===== src/rtl/alu_seq_divider.sv =====
// alu_seq_divider: multi-cycle radix-2 restoring divider for DIV/DIVU/REM/REMU.
// Works on operand magnitudes, applies the sign fix in FIX, and forces the
// RISC-V divide-by-zero and signed-overflow results.
// Optional build macro DIV_FAST_PATH_EN: trivial operations (divisor zero,
// signed overflow, |a| < |b|) bypass the iteration loop.
module alu_seq_divider #(
    parameter int XLEN = 32
) (
    input  logic            i_clk,
    input  logic            i_rst,
    input  logic            i_start,
    input  logic [1:0]      i_op,
    input  logic [XLEN-1:0] i_a,
    input  logic [XLEN-1:0] i_b,
    output logic            o_busy,
    output logic            o_done,
    output logic [XLEN-1:0] o_result
);

    localparam int CW = $clog2(XLEN);
    localparam logic [XLEN-1:0] MIN_NEG = {1'b1, {(XLEN-1){1'b0}}};

    typedef enum logic [1:0] {S_IDLE, S_CALC, S_FIX, S_DONE} state_t;

    state_t          state_q,  state_d;
    logic [1:0]      op_q,     op_d;
    logic            sa_q,     sa_d;
    logic            sb_q,     sb_d;
    logic            bzero_q,  bzero_d;
    logic            ovf_q,    ovf_d;
    logic            fast_q,   fast_d;
    logic [XLEN-1:0] a_q,      a_d;
    logic [XLEN-1:0] bmag_q,   bmag_d;
    logic [XLEN:0]   r_q,      r_d;
    logic [XLEN-1:0] quo_q,    quo_d;
    logic [CW-1:0]   cnt_q,    cnt_d;
    logic [XLEN-1:0] result_q, result_d;

    // Start-time decode of the incoming request
    logic            in_signed;
    logic            in_sa;
    logic            in_sb;
    logic [XLEN-1:0] in_amag;
    logic [XLEN-1:0] in_bmag;
    logic            in_bzero;
    logic            in_ovf;

    // One restoring step; the extra top bit makes the trial sign explicit
    logic [XLEN+1:0] trial;
    logic            trial_ok;

    // Decode operands and compute magnitudes for the start edge
    always_comb begin
        in_signed = ~i_op[0];
        in_sa     = i_a[XLEN-1] & in_signed;
        in_sb     = i_b[XLEN-1] & in_signed;
        in_amag   = in_sa ? (~i_a + 1'b1) : i_a;
        in_bmag   = in_sb ? (~i_b + 1'b1) : i_b;
        in_bzero  = (i_b == '0);
        in_ovf    = in_signed && (i_a == MIN_NEG) && (i_b == '1);
        trial     = {r_q, quo_q[XLEN-1]} - {2'b00, bmag_q};
        trial_ok  = ~trial[XLEN+1];
    end

    // Next-state, datapath and result selection
    always_comb begin
        state_d  = state_q;
        op_d     = op_q;
        sa_d     = sa_q;
        sb_d     = sb_q;
        bzero_d  = bzero_q;
        ovf_d    = ovf_q;
        fast_d   = fast_q;
        a_d      = a_q;
        bmag_d   = bmag_q;
        r_d      = r_q;
        quo_d    = quo_q;
        cnt_d    = cnt_q;
        result_d = result_q;

        case (state_q)
            S_IDLE: begin
                if (i_start) begin
                    op_d    = i_op;
                    sa_d    = in_sa;
                    sb_d    = in_sb;
                    bzero_d = in_bzero;
                    ovf_d   = in_ovf;
                    a_d     = i_a;
                    bmag_d  = in_bmag;
                    r_d     = '0;
                    quo_d   = in_amag;
                    cnt_d   = '0;
                    fast_d  = 1'b0;
`ifdef DIV_FAST_PATH_EN
                    // Trivial operations preload Q=0, R=|a| and spend a
                    // single edge in CALC instead of XLEN iterations.
                    if (in_bzero || in_ovf || (in_amag < in_bmag)) begin
                        fast_d = 1'b1;
                        quo_d  = '0;
                        r_d    = {1'b0, in_amag};
                    end
`endif
                    state_d = S_CALC;
                end
            end
            S_CALC: begin
                if (fast_q) begin
                    state_d = S_FIX;
                end else begin
                    quo_d = {quo_q[XLEN-2:0], trial_ok};
                    r_d   = trial_ok ? trial[XLEN:0]
                                     : {r_q[XLEN-1:0], quo_q[XLEN-1]};
                    cnt_d = cnt_q + 1'b1;
                    if (cnt_q == CW'(XLEN-1)) begin
                        state_d = S_FIX;
                    end
                end
            end
            S_FIX: begin
                case (op_q)
                    2'b00:   result_d = (sa_q ^ sb_q) ? (~quo_q + 1'b1) : quo_q;
                    2'b01:   result_d = quo_q;
                    2'b10:   result_d = sa_q ? (~r_q[XLEN-1:0] + 1'b1) : r_q[XLEN-1:0];
                    default: result_d = r_q[XLEN-1:0];
                endcase
                // Architectural special cases take priority over the datapath
                if (bzero_q) begin
                    result_d = op_q[1] ? a_q : '1;
                end else if (ovf_q) begin
                    result_d = op_q[1] ? '0 : MIN_NEG;
                end
                state_d = S_DONE;
            end
            default: begin
                state_d = S_IDLE;
            end
        endcase
    end

    // State and datapath registers with synchronous reset
    always_ff @(posedge i_clk) begin
        if (i_rst) begin
            state_q  <= S_IDLE;
            op_q     <= '0;
            sa_q     <= 1'b0;
            sb_q     <= 1'b0;
            bzero_q  <= 1'b0;
            ovf_q    <= 1'b0;
            fast_q   <= 1'b0;
            a_q      <= '0;
            bmag_q   <= '0;
            r_q      <= '0;
            quo_q    <= '0;
            cnt_q    <= '0;
            result_q <= '0;
        end else begin
            state_q  <= state_d;
            op_q     <= op_d;
            sa_q     <= sa_d;
            sb_q     <= sb_d;
            bzero_q  <= bzero_d;
            ovf_q    <= ovf_d;
            fast_q   <= fast_d;
            a_q      <= a_d;
            bmag_q   <= bmag_d;
            r_q      <= r_d;
            quo_q    <= quo_d;
            cnt_q    <= cnt_d;
            result_q <= result_d;
        end
    end

    // Status outputs decoded from the state register
    always_comb begin
        o_busy   = (state_q != S_IDLE);
        o_done   = (state_q == S_DONE);
        o_result = result_q;
    end

endmodule


===== config.mk =====
export PLATFORM = sky130hd
export DESIGN_NAME = alu_seq_divider
export DESIGN_NICKNAME = d
export VERILOG_FILES = /design/src/rtl/alu_seq_divider.sv
export SDC_FILE = /design/constraint.sdc
export NUM_CORES = 1
export LEC_CHECK = 0
export CAP_MARGIN = 20
export CORE_UTILIZATION = 55
export DETAILED_ROUTE_END_ITERATION = 7
export PLACE_DENSITY = 0.76
export SLEW_MARGIN = 20
export SYNTH_ARGS = -nofsm -noshare
export SYNTH_HDL_FRONTEND = slang
export SYNTH_SLANG_ARGS = --single-unit

===== constraint.sdc =====
create_clock -name i_clk -period 7.5 [get_ports i_clk]
set_clock_uncertainty 0.2 [all_clocks]
set_input_delay 0.75 -clock i_clk [delete_from_list [all_inputs] [get_ports i_clk]]
set_output_delay 0.75 -clock i_clk [all_outputs]
set_load 0.02 [all_outputs]

==> flow_summary.json, run 1 <==
{
  "insertedDiodeCount": 0,
  "synth_edf_count": 0,
  "grt_first_pass_wirelength_microns": 56650,
  "io_buffers": 102,
  "core_sq_mm": 0.02109,
  "tightest_slew_ns": 1.049,
  "finalHoldViolCount": 0,
  "p_leak_nw": 5.001,
  "synthArstFlopShare_pct": 0,
  "powerDensity_mw_per_mm2": 319.8,
  "post-route-util_pct": 64.51,
  "path_class": "reg -> reg",
  "mostFrequentLayoutCells": "nand2_1, a21oi_1, dfxtp_1",
  "grt_overflow": 0,
  "dpl.hpwl_microns": 25860,
  "cts_tree": "yes",
  "cts_inserted_buffers": 17,
  "slew_headroom_pct": 29.91,
  "status": "completed",
  "yosys_most_used_dff": "dfxtp_1",
  "die_h_microns": 149.0,
  "vias": 12120,
  "wl_microns": 35830,
  "hold_depth": 2,
  "fp.dieW_microns": 149.0,
  "r2r_cells": 9,
  "final_common_cell": "nand2_1",
  "cts.clk_slew.worst_paths_ns": 0.07,
  "start_kind": "register",
  "grt_use_total_pct": 32.47,
  "yosys_warnings": 0,
  "busiest_layer": "met2",
  "h-tree-depth": 4,
  "use_met1_pct": 44.88,
  "initialDrtViolationCount": 970,
  "drive_above_1_share_pct": 4.518,
  "rsz0062_at_grt": "no",
  "die-area_sq_mm": 0.02221,
  "fp-row-count": 53,
  "grtUsageMet3_pct": 4.893,
  "gp_congestion": 0.9370,
  "cts_resized": 0,
  "grtUsageMet2_pct": 50.33,
  "cts.sinks": 174,
  "nets": 1782,
  "antenna_left": 0,
  "antenna_found_initial": 0,
  "synth-seq-cells": 174,
  "tns_ns": 0,
  "synth_cells": 1637,
  "cp-end-kind": "register",
  "power_mw": 4.350,
  "cap_violations": 0,
  "finalCritPeriodShare_pct": 51.91,
  "seq_area_frac_synth_pct": 29.29,
  "hold_buffers": 0,
  "vdd_drop_max_mv": 0.1503,
  "whs_ns": 0.2547,
  "slew_violations": 0,
  "areaGrowthSynthToFinish_pct": 14.38,
  "min_period_ns": 3.894,
  "required_ns": 7.66,
  "fmax_mhz": 256.8,
  "ioPinCount": 103,
  "grt_start_max_net_pins": 79,
  "drc": 0,
  "grt_pass1_vias": 10910,
  "worst_ep_arrival_time_ns": 4.06,
  "root_buffer": "clkbuf_16",
  "syn_area_per_cell_sq_um": 7.265,
  "worst-path-max-fanout": 17,
  "clk_latency_ns": 0.45,
  "num-fill-cells": 1913,
  "dr.pass1.iters": 6,
  "setup_violations": 0,
  "cts_setup_buffers": 0,
  "start_util_pct": 56.40,
  "routed_via_density": 6.193,
  "synth_nets": 1750,
  "clockBufferDepth": 2,
  "ys_types": 69,
  "wl_per_cell_microns": 18.31,
  "syn-cell-area_sq_mm": 0.01189,
  "hold_path.class": "reg -> reg"
}
worst max-delay path, cell delays in order, from the launching register on:
cell and delay, ns:
dfxtp_1 0.41, inv_1 0.07, ha_1 0.47, nand4_1 0.24
or3_1 0.42, a2111o_1 0.38, and3_1 0.36, nor2_4 0.62
nand2_1 0.36, o21ai_0 0.26
layout make-up:
class	instances	area, sq um	area share, %
Multi-Input combinational cell	1293	7782	57.21
Sequential cell	174	3483	25.61
Timing Repair Buffer	115	1116	8.205
Clock buffer	17	425.4	3.127
Tap cell	275	344.1	2.529
Inverter	68	255.2	1.876
Clock inverter	15	196.4	1.444
sequential cells by signal, summed over array words and instances, names as in the netlist:
| signal | count |
|---|---|
| ovf_q | 1 |
| quo_q | 32 |
| cnt_q | 5 |
| a_q | 32 |
| sa_q | 1 |
| sb_q | 1 |
| bmag_q | 32 |
| o_result | 32 |
| state_q | 2 |
| op_q | 2 |
| bzero_q | 1 |
| r_q | 33 |
Yosys cell counts (all sizes together) (8+ instances only):
library cell	n	area share [%]
ha	43	4.5
a311oi	13	0.96
or4	10	0.73
nor3	36	1.6
clkbuf	86	2.7
o211ai	21	1.3
o22ai	9	0.47
a21boi	10	0.63
or3	11	0.62
nor2	150	4.8
xnor2	74	5.4
inv	68	2.1
a31oi	12	0.63
o41ai	12	0.95
nor2b	11	0.58
dfxtp	174	29
a21oi	181	7.6
nor4	20	1.1
mux2i	21	1.8
xor2	63	4.6
o21bai	9	0.57
o21ai	136	5.7
a32oi	11	0.81
a21o	14	0.88
nand2	249	7.9
o21a	8	0.51
o31ai	18	1.1
nand4	15	0.84
nand3	22	0.93
a211oi	33	2.1
buf	16	0.61
nand2b	12	0.63
routing by layer:
layer,wire length [microns],vias up,part of all wire [%]
met5,0,-,0
met4,1164,0,3.2
met3,2562,76,7.2
met2,15720,535,44
met1,16380,5653,46
li1,-,5856,-
kinds of logic after synthesis:
logic type               after synthesis  synth area share (%)
AND/OR/NAND/NOR                      562                 21.15
multiplexers                          24                 2.052
XOR/XNOR                             137                 10.09
adder cells (fa/ha/maj)               44                 4.692
flip-flops                           174                 29.29
AO/OA/AOI/OAI                        526                 27.26
buffers and inverters                170                 5.471
worst paths after layout:
check              from  endpoint  slack, ns
min reg2reg     a_q[18]   a_q[18]       0.25
min             a_q[18]   a_q[18]       0.25
max reg2reg  bmag_q[26]   r_q[23]       3.61
max          bmag_q[26]   r_q[23]       3.61
where the power goes:
group | switching (mW) | leakage (nW) | internal [mW]
logic | 1.29 | 3.28 | 0.764
clock network | 0.452 | 0.299 | 0.483
registers | 0.222 | 1.42 | 1.14
stage by stage:
stage | cells | worst slack [ns] | area, sq um
2_1_floorplan | 1637 | 4.346 | 11890
3_3_place_gp | 1925 | 3.559 | 12980
6_report | 1957 | 3.606 | 13600
4_1_cts | 1957 | 3.702 | 13600
5_1_grt | 1957 | 3.309 | 13600
3_5_place_dp | 1925 | 3.443 | 12980
Power figures use the tool's default switching activity.
==> run 2: changes to the inputs <==
Settings changed: CORE_UTILIZATION 55 to 54, PLACE_DENSITY 0.76 to 0.78.
Clock period 7.5 ns to 3.2 ns, I/O delays scaled along.
==> flow_summary.json, run 2 (synthesis results as in run 1) <==
{
  "nets": 1905,
  "p_leak_nw": 5.648,
  "min_to": "o_result[2]",
  "vias": 12670,
  "finalCritPeriodShare_pct": 99.45,
  "fp-row-count": 53,
  "wl_per_cell_microns": 18.09,
  "slew_violations": 0,
  "power_mw": 10.88,
  "dr.pass1.iters": 7,
  "initialDrtViolationCount": 1253,
  "grt_start_max_net_pins": 98,
  "worst_ep_arrival_time_ns": 3.29,
  "mostFrequentLayoutCells": "nand2_1, a21oi_1, dfxtp_1",
  "hold_path.class": "in -> reg",
  "cap_violations": 0,
  "finalHoldViolCount": 0,
  "fp.dieW_microns": 150.4,
  "cts_tree": "yes",
  "slew_headroom_pct": 40.22,
  "hold_buffers": 0,
  "gp_congestion": 0.9759,
  "root_buffer": "clkbuf_16",
  "die_h_microns": 150.4,
  "setup_violations": 0,
  "wl_microns": 37630,
  "antenna_left": 0,
  "path_class": "reg -> reg",
  "num-fill-cells": 1797,
  "final_common_cell": "nand2_1",
  "grt_first_pass_wirelength_microns": 59460,
  "required_ns": 3.30,
  "top_register": "r_q",
  "fmax_mhz": 314.2,
  "drive_above_1_share_pct": 12.02,
  "core_sq_mm": 0.02129,
  "grt_pass1_vias": 11500,
  "rr_endpoint": "r_q[23]",
  "clk_latency_ns": 0.44,
  "powerDensity_mw_per_mm2": 741.5,
  "rrSetupSlack_ns": 0.02,
  "dp.cells": 2042,
  "status": "completed",
  "tightest_slew_ns": 0.8967,
  "post-route-util_pct": 68.90,
  "multi_input_area_sq_mm": 0.007865,
  "cp-end-kind": "register",
  "antenna_found_initial": 1,
  "worst-path-max-fanout": 6,
  "largest_reg_flops": 33,
  "start_kind": "register",
  "cts.clk_slew.worst_paths_ns": 0.07,
  "die-area_sq_mm": 0.02262,
  "reg2reg_from": "bmag_q[30]",
  "min_period_ns": 3.182,
  "cts_inserted_buffers": 17,
  "drc": 0,
  "io_buffers": 102,
  "holdCritStartpoint": "i_rst",
  "hold_depth": 2,
  "grt_use_total_pct": 33.47,
  "insertedDiodeCount": 0,
  "ioPinCount": 103,
  "h-tree-depth": 4,
  "areaGrowthSynthToFinish_pct": 23.32,
  "grt_overflow": 0,
  "rsz0062_at_grt": "yes",
  "routed_via_density": 6.093,
  "final-seq-area_sq_mm": 0.003483,
  "dpl.hpwl_microns": 27890,
  "r2r_cells": 13,
  "start_util_pct": 55.87,
  "final_cells": 2080,
  "vdd_drop_max_mv": 0.4431,
  "clockBufferDepth": 2,
  "cts.sinks": 174
}
run 2: changes by cell type in the layout (fill, tap and decap cells not counted), moves of 2 or more:
| cell | delta |
|---|---|
| buf_4 | +121 |
| a21oi_1 | -5 |
| a21oi_2 | +4 |
| clkinv_8 | -4 |
| bufinv_16 | +3 |
| o21ai_0 | -3 |
| buf_12 | +2 |
| clkbuf_8 | +2 |
| clkinv_2 | +2 |
| inv_8 | -2 |
| o21ai_2 | +2 |
run 2: worst max-delay path, stage by stage (launching register included):
cell,delay (ns)
dfxtp_1,0.43
inv_1,0.08
ha_1,0.33
buf_4,0.16
a21oi_1,0.13
nor2_1,0.05
a2111oi_0,0.41
o21ai_0,0.24
inv_1,0.17
a21oi_4,0.11
or2_4,0.28
buf_4,0.16
a32oi_1,0.19
o21ai_0,0.12
run 2: worst max-delay path by stage:
stage / to / slack (ns) / startpoint / cells past startpoint
finish: r_q[23] / 0.02 / bmag_q[30] / 13
global route: r_q[6] / -0.05 / bmag_q[1] / 12
global placement: bmag_q[30] / -0.03 / i_b[8] / 10
CTS: r_q[0] / 0.03 / r_q[2] / 11
floorplan: r_q[32] / 0.06 / quo_q[31] / 13
detailed placement: bmag_q[30] / -0.04 / i_b[8] / 10
run 2: layout make-up:
class,instances,area share [%]
inverter,68,1.740
timing repair buffer,238,14.08
clock inverter,13,1.373
clock buffer,19,3.088
multi-input combinational,1293,53.63
sequential,174,23.75
tap,275,2.346
run 2: where the power goes:
part           internal, mW  leakage [nW]  total (mW)  switching [mW]
logic                  2.12          3.90        5.35            3.23
registers              2.67          1.42        3.18           0.511
clock network          1.37         0.323        2.34           0.975
total                  6.16          5.65        10.9            4.72
run 2: what timing repair did:
action,4_1_cts,5_1_grt
setup endpoints to repair,3,39
pin swaps,2,7
setup buffers,3,3
gates resized for setup,3,21
run 2: routing by layer:
metal / wire, microns / track usage, %
met5: 0 / 0
met4: 867 / 10.96
met3: 3146 / 5.364
met2: 17050 / 52.86
met1: 16560 / 46.24
run 2: metrics by stage:
stage	TNS [ns]	hold slack, ns	cell area [sq um]	setup slack (ns)
after floorplan	0	0.2254	11890	0.06461
after global placement	-0.03311	0.2387	13880	-0.03311
after detailed placement	-0.04411	0.2459	13880	-0.04411
after CTS	0	0.02696	14560	0.02890
after global routing	-0.4868	0.06662	14670	-0.04915
final	0	0.04077	14670	0.01760
==> run 3: changes to the inputs <==
Settings changed: SLEW_MARGIN 20 to 10.
==> results of run 3 <==
Same layout as run 2: the final DEF is identical, and so are final timing and power.
